[config.mk]
export PLATFORM = sky130hd
export DESIGN_NAME = cubic_interp_pipe
export DESIGN_NICKNAME = d
export VERILOG_FILES = /design/src/rtl/cubic_pkg.sv /design/src/rtl/cubic_lane.sv /design/src/rtl/cubic_interp_pipe.sv
export SDC_FILE = /design/constraint.sdc
export NUM_CORES = 2
export LEC_CHECK = 0
export BUFFER_PORTS_ARGS = -buffer_cell sky130_fd_sc_hd__buf_4
export CORE_ASPECT_RATIO = 0.8
export CORE_MARGIN = 2
export CORE_UTILIZATION = 70
export DETAILED_ROUTE_END_ITERATION = 10
export GPL_TIMING_DRIVEN = 0
export PLACE_DENSITY = 0.84
export SETUP_SLACK_MARGIN = 0.5
export SLEW_MARGIN = 5
export SYNTH_ARGS = -nofsm -noshare
export SYNTH_HDL_FRONTEND = slang
export SYNTH_SLANG_ARGS = --single-unit
[constraint.sdc]
create_clock -name CLK -period 11.11 [get_ports CLK]
set_clock_uncertainty 0.2 [all_clocks]
set_input_delay 1.6665 -clock CLK [delete_from_list [all_inputs] [get_ports CLK]]
set_output_delay 1.6665 -clock CLK [all_outputs]
set_load 0.02 [all_outputs]
[src/rtl/cubic_pkg.sv]
// Shared constants and helpers for the Catmull-Rom cubic interpolation pipeline.
// The pixel-field indices define the in_p packing used throughout the resizer.
package cubic_pkg;

    localparam int unsigned CUBIC_LAT = 4;

    // Field positions of the four neighbours inside one channel of in_p.
    localparam int unsigned PM1 = 0;
    localparam int unsigned P0  = 1;
    localparam int unsigned P1  = 2;
    localparam int unsigned P2  = 3;

    function automatic int unsigned cubic_width(input int unsigned pix_w,
                                                input int unsigned frac_w);
        return pix_w + 3 * frac_w + 6;
    endfunction

endpackage

[src/rtl/cubic_lane.sv]
// Per-channel Catmull-Rom datapath: four enable-gated stages evaluating the cubic in Horner form.
// Every intermediate is held at a signed width that cannot overflow for the given PIX_W/FRAC_W.
module cubic_lane
    import cubic_pkg::*;
#(
    parameter int unsigned PIX_W  = 8,
    parameter int unsigned FRAC_W = 8
) (
    input  logic               clk_i,
    input  logic               rst_i,
    input  logic               en_i,
    input  logic [FRAC_W-1:0]  t_i,
    input  logic [4*PIX_W-1:0] p_i,
    output logic [PIX_W-1:0]   val_o
);

    localparam int unsigned W = cubic_width(PIX_W, FRAC_W);
    localparam int unsigned F = FRAC_W;

    typedef logic signed [W-1:0] acc_t;

    localparam acc_t Half   = acc_t'({{(W-1){1'b0}}, 1'b1} << (3 * F));
    localparam acc_t PixMax = acc_t'({{(W-PIX_W){1'b0}}, {PIX_W{1'b1}}});

    function automatic acc_t ext_pix(input logic [PIX_W-1:0] x);
        return acc_t'({{(W-PIX_W){1'b0}}, x});
    endfunction

    function automatic acc_t ext_t(input logic [FRAC_W-1:0] x);
        return acc_t'({{(W-FRAC_W){1'b0}}, x});
    endfunction

    acc_t pm1, p0, p1, p2, t0;
    acc_t c1_d, c2_d, c3_d, a_d, b_d, r, q;
    logic [PIX_W-1:0] val_d;

    acc_t c1_1_q, c2_1_q, c3_1_q, p0_1_q, t_1_q;
    acc_t a_2_q, c1_2_q, p0_2_q, t_2_q;
    acc_t b_3_q, p0_3_q, t_3_q;
    logic [PIX_W-1:0] val_q;

    always_comb begin
        pm1 = ext_pix(p_i[PM1*PIX_W +: PIX_W]);
        p0  = ext_pix(p_i[P0*PIX_W +: PIX_W]);
        p1  = ext_pix(p_i[P1*PIX_W +: PIX_W]);
        p2  = ext_pix(p_i[P2*PIX_W +: PIX_W]);
        t0  = ext_t(t_i);

        // Coefficients are twice the textbook Catmull-Rom ones; the final shift removes the 2.
        c1_d = p1 - pm1;
        c2_d = (pm1 <<< 1) - ((p0 <<< 2) + p0) + (p1 <<< 2) - p2;
        c3_d = ((p0 <<< 1) + p0) - ((p1 <<< 1) + p1) + p2 - pm1;

        a_d = (c2_1_q <<< F) + t_1_q * c3_1_q;
        b_d = (c1_2_q <<< (2 * F)) + t_2_q * a_2_q;
        r   = (p0_3_q <<< (3 * F + 1)) + t_3_q * b_3_q;
        q   = (r + Half) >>> (3 * F + 1);

        if (q[W-1]) begin
            val_d = '0;
        end else if (q > PixMax) begin
            val_d = '1;
        end else begin
            val_d = q[PIX_W-1:0];
        end
    end

    always_ff @(posedge clk_i) begin
        if (en_i) begin
            c1_1_q <= c1_d;
            c2_1_q <= c2_d;
            c3_1_q <= c3_d;
            p0_1_q <= p0;
            t_1_q  <= t0;
            a_2_q  <= a_d;
            c1_2_q <= c1_1_q;
            p0_2_q <= p0_1_q;
            t_2_q  <= t_1_q;
            b_3_q  <= b_d;
            p0_3_q <= p0_2_q;
            t_3_q  <= t_2_q;
        end
    end

    always_ff @(posedge clk_i) begin
        if (rst_i) begin
            val_q <= '0;
        end else if (en_i) begin
            val_q <= val_d;
        end
    end

    assign val_o = val_q;

endmodule

[src/rtl/cubic_interp_pipe.sv]
// Fully pipelined multi-channel Catmull-Rom interpolator with valid/ready backpressure.
// A single advance enable moves all stages together; stalls freeze the whole pipe.
module cubic_interp_pipe
    import cubic_pkg::*;
#(
    parameter int unsigned PIX_W  = 8,
    parameter int unsigned FRAC_W = 8,
    parameter int unsigned CH     = 1
) (
    input  logic                    CLK,
    input  logic                    RST,
    input  logic                    in_valid,
    output logic                    in_ready,
    input  logic [FRAC_W-1:0]       in_t,
    input  logic [4*CH*PIX_W-1:0]   in_p,
    output logic                    out_valid,
    input  logic                    out_ready,
    output logic [CH*PIX_W-1:0]     out_val
);

    logic [CUBIC_LAT-1:0] v_q, v_d;
    logic                 en;

    always_comb begin
        en  = !v_q[CUBIC_LAT-1] || out_ready;
        v_d = v_q;
        if (en) begin
            v_d = {v_q[CUBIC_LAT-2:0], in_valid};
        end
    end

    always_ff @(posedge CLK) begin
        if (RST) begin
            v_q <= '0;
        end else begin
            v_q <= v_d;
        end
    end

    assign in_ready  = en;
    assign out_valid = v_q[CUBIC_LAT-1];

    for (genvar c = 0; c < CH; c++) begin : g_lane
        cubic_lane #(
            .PIX_W  (PIX_W),
            .FRAC_W (FRAC_W)
        ) u_lane (
            .clk_i (CLK),
            .rst_i (RST),
            .en_i  (en),
            .t_i   (in_t),
            .p_i   (in_p[c*4*PIX_W +: 4*PIX_W]),
            .val_o (out_val[c*PIX_W +: PIX_W])
        );
    end

endmodule

==> tab_implementation.tex <==
\begin{tabular}{lr}
\hline
Metric & Value \\
\hline
\multicolumn{2}{l}{\textbf{STA}} \\
\quad Fin. max-slew vios & 0 \\
\quad Post-route setup TNS & 0 ps \\
\quad Minimum period implied by the final worst setup slack & around 8000 ps \\
\quad Total count of hold-check failures in the final report & 0 \\
\quad Transition time at the pin with the least slew margin & between 1000 and 1500 ps \\
\quad Part of the cycle the worst path needs & a little over two thirds \\
\quad RSZ-0062 raised after global routing & false \\
\quad Final setup fails & 0 \\
\quad Max Clk Rate & $\sim$0.13 GHz \\
\quad Worst-case headroom to the max-slew limit & about a fifth \\
\multicolumn{2}{l}{\textbf{Critical path}} \\
\quad Slowest cell on the critical path & sky130\_fd\_sc\_hd\_\_clkbuf\_1 \\
\quad Slack of the worst reg-to-reg path & between 3000 and 4000 ps \\
\quad Delay of the slowest cell on the worst path & slightly above 600 ps \\
\quad Cell seen most often among critical-path stages & sky130\_fd\_sc\_hd\_\_fa\_1 \\
\quad Crit path cell chain & clkbuf\_1 -> clkbuf\_1 -> nand2\_1 -> fa\_1 -> inv\_1 -> fa\_1 -> inv\_1 -> fa\_1 -> inv\_1 -> fa\_1 -> fa\_1 -> ha\_1 -> nand3\_1 -> nor2\_1 -> nand3\_1 -> a31oi\_1 -> a41oi\_1 -> o31ai\_1 -> a31oi\_1 -> a211o\_1 -> xnor2\_1 \\
\quad Worst EP arrival & between 7000 and 8000 ps \\
\quad Maximum fanout along the worst path & 10 \\
\quad Category of cells accounting for the largest share of critical-path delay & adder cells \\
\quad FF-to-FF End & g\_lane[0].u\_lane.b\_3\_q[37] \\
\quad Worst Path Buf+Inv & 5 \\
\quad Endpoint type of the worst setup path & register \\
\quad Number of cells on the worst reg-to-reg path & 21 \\
\quad Source of the critical timing path & g\_lane[0].u\_lane.t\_2\_q[2] \\
\quad Setup Crit Path Kind & reg -> reg \\
\quad Startpoint type of the worst setup path & register \\
\quad Critical Path RT & $\sim$11000 ps \\
\quad Reg-to-Reg Start & g\_lane[0].u\_lane.t\_2\_q[2] \\
\multicolumn{2}{l}{\textbf{Synthesis}} \\
\quad Warnings, synthesis & 0 \\
\quad EDFF count, synth & 184 \\
\quad Syn\_nets & about 4200 \\
\quad Fraction of synthesis flops using an asynchronous set or reset pin & 0\% \\
\quad Share of synthesized area occupied by flip-flops and latches & 17.4\% \\
\quad Average footprint of a synthesized cell & 10.2 sq um \\
\quad Proportion of netlist area held by the largest area contributor & roughly 39\% \\
\quad Largest cells by area after synthesis & sky130\_fd\_sc\_hd\_\_fa\_1 (39\%), sky130\_fd\_sc\_hd\_\_edfxtp\_1 (17\%), sky130\_fd\_sc\_hd\_\_ha\_1 (12\%), sky130\_fd\_sc\_hd\_\_and2\_1 (7.9\%), sky130\_fd\_sc\_hd\_\_inv\_1 (7.7\%) \\
\quad Dominant register cell in the synthesized netlist & sky130\_fd\_sc\_hd\_\_edfxtp\_1 \\
\quad Count of distinct cell types in the synthesized netlist & 67 \\
\quad Cell type contributing the most total cell area after synthesis & sky130\_fd\_sc\_hd\_\_fa\_1 \\
\quad Number of synthesized register bits & between 150 and 200 \\
\quad Synthesized cell area & around 33000 sq um \\
\quad Instance count of the mapped netlist & roughly 3200 \\
\multicolumn{2}{l}{\textbf{Detailed routing}} \\
\quad Routed wire per std cell & 20.7 um \\
\quad Via count & approximately 23000 \\
\quad Post-route DRC & 0 \\
\quad Remaining antenna violation count & 0 \\
\quad Total routed wirelength & between 80000 and 90000 um \\
\quad TritonRoute pass-1 iters & 6 \\
\quad DR vias/cell & just under 6 \\
\quad DRC marker count from the first detailed-route iteration & between 2000 and 2500 \\
\multicolumn{2}{l}{\textbf{Cells and area}} \\
\quad Area taken by multi-input logic gates & approximately 25000 sq um \\
\quad \# diodes & 0 \\
\quad Count of filler cells inserted in the layout & between 3000 and 4000 \\
\quad Synth-to-layout area growth & 5.63\% \\
\quad Sequential cell area & just under 6000 sq um \\
\quad Number of nets in the layout & approximately 4300 \\
\quad Share of final-layout standard cells stronger than drive strength 1 & under 10\% \\
\multicolumn{2}{l}{\textbf{Floorplan}} \\
\quad Standard-cell rows & 71 \\
\quad DIE WIDTH & roughly 250 um \\
\quad Die ar. & 49200 sq um \\
\quad Vertical die dimension & 199 um \\
\quad Core Region & 46900 sq um \\
\quad Ports placed on the boundary & 54 \\
\quad Initial standard-cell utilization of the core & between 70\% and 80\% \\
\multicolumn{2}{l}{\textbf{Global route}} \\
\quad Overflow after GRT & 0 \\
\quad Number of global-route vias before repair & 25100 \\
\quad Aggregate global-route resource usage & around 36\% \\
\quad Largest net degree at the start of global routing & 125 \\
\quad Initial antenna violation count & 2 \\
\quad First-pass GRT wire length & 133000 um \\
\multicolumn{2}{l}{\textbf{Clock tree}} \\
\quad \# Post-CTS Setup Buffers & 0 \\
\quad CTS max path bufs & 2 \\
\quad Clk sinks & roughly 200 \\
\quad Post-cts sizing count & 0 \\
\quad TritonCTS Buffers & 17 \\
\quad CTS Hold Bufs & 0 \\
\quad Clock latency on the worst-skew pair & 480 ps \\
\quad Clock tree from TritonCTS & done \\
\quad Number of levels the H-tree was split into & 4 \\
\quad Clk slew on worst S/H paths & $\sim$90 ps \\
\quad Root cell of the clock tree & sky130\_fd\_sc\_hd\_\_clkbuf\_16 \\
\multicolumn{2}{l}{\textbf{Worst hold path}} \\
\quad Hold path start & g\_lane[0].u\_lane.p0\_1\_q[5] \\
\quad Kind of path behind the tightest hold check & reg -> reg \\
\quad Endpoint of the worst hold-timing path & g\_lane[0].u\_lane.p0\_2\_q[5] \\
\quad Hold-critical path depth & 0 \\
\multicolumn{2}{l}{\textbf{Placed design}} \\
\quad Placer congestion estimate & around 0.94 \\
\quad Post-DP HPWL & 67400 um \\
\quad PortBufs & between 50 and 60 \\
\multicolumn{2}{l}{\textbf{Job}} \\
\quad Max-cap check violation count & 0 \\
\multicolumn{2}{l}{\textbf{Status}} \\
\quad Result of the run & complete, no violations \\
\hline
\end{tabular}
## cell type report
cell class,count,area share (%)
clock buffers,17,1.21
repair buffers,54,1.21
plain buffers,77,0.903
flip-flops and latches,196,16.5
clock inverters,15,0.678
well taps,620,2.21
multi-input cells,2289,70.0
inverters,681,7.30
## Yosys cell counts (42+ instances only)
master / number
sky130_fd_sc_hd__edfxtp_1: 184
sky130_fd_sc_hd__a21oi_1: 87
sky130_fd_sc_hd__fa_1: 641
sky130_fd_sc_hd__ha_1: 313
sky130_fd_sc_hd__a21o_1: 42
sky130_fd_sc_hd__and2_1: 420
sky130_fd_sc_hd__xnor2_1: 95
sky130_fd_sc_hd__o21ai_0: 45
sky130_fd_sc_hd__clkbuf_1: 70
sky130_fd_sc_hd__inv_1: 681
sky130_fd_sc_hd__nand2_1: 350
sky130_fd_sc_hd__nor2_1: 57
## metrics by stage
stage / setup WS, ps / hold WS (ps) / utilization [%] / cells / area, sq um
6_report: 3270 / 225 / 74.7 / 3949 / 35000
5_1_grt: 3080 / 232 / 74.7 / 3949 / 35000
3_3_place_gp: 3620 / 202 / 73.2 / 3916 / 34300
3_5_place_dp: 3540 / 205 / 73.3 / 3917 / 34400
4_1_cts: 3380 / 226 / 74.7 / 3949 / 35000
2_1_floorplan: 5110 / 200 / - / 3243 / 33200
## state kept, by name, summed over array words and instances, names as in the netlist
signal and flops:
g_lane.u_lane.a_2_q 38, g_lane.u_lane.b_3_q 38, g_lane.u_lane.c1_1_q 9, g_lane.u_lane.c1_2_q 9, g_lane.u_lane.c2_1_q 21, g_lane.u_lane.c3_1_q 21, g_lane.u_lane.p0_1_q 8, g_lane.u_lane.p0_2_q 8
g_lane.u_lane.p0_3_q 8, g_lane.u_lane.t_1_q 8, g_lane.u_lane.t_2_q 8, g_lane.u_lane.t_3_q 8, g_lane.u_lane.val_o 8, v_q 4
## cells in the final DEF (no fill, tap or decap), drive strengths merged, types with 36 or more instances in the layout
cell type    n
inv        692
fa         641
and2       425
nand2      350
ha         313
edfxtp     184
xnor2       95
a21oi       87
clkbuf      87
buf         61
nor2        59
o21ai       49
a21o        42
xor2        36
## logic make-up (layout without fill, tap and decap cells)
kind of cell               Yosys count  after routing  share of synthesized area, %
AOI/OAI and AO/OA                  273            273                          5.49
xor gates and xnor gates           131            131                          3.46
adders and majority gates          954            954                          50.5
buffers and inverters              758            844                          8.65
DFF                                196            196                          17.4
muxes                                2              2                        0.0717
and+or+nand+nor                    929            929                          14.5
## layer usage
layer	wire, um	share of wire (%)	track usage, %
met3	8780	11	8.51
met2	38100	47	56.5
met5	0	0	0
met4	2200	2.7	9.76
met1	32800	40	49.9
## how the worst max path moves through the flow
stage | depth (start not counted) | to | slack [ps]
finish | 21 | g_lane[0].u_lane.b_3_q[37] | 3270
global route | 21 | g_lane[0].u_lane.b_3_q[37] | 3080
CTS | 21 | g_lane[0].u_lane.b_3_q[37] | 3380
detailed placement | 21 | g_lane[0].u_lane.b_3_q[37] | 3540
global placement | 21 | g_lane[0].u_lane.b_3_q[37] | 3620
floorplan | 22 | g_lane[0].u_lane.b_3_q[31] | 5110
Power is not shown: default switching activity piles up to over one toggle a cycle in this logic, so the estimate is an artifact.
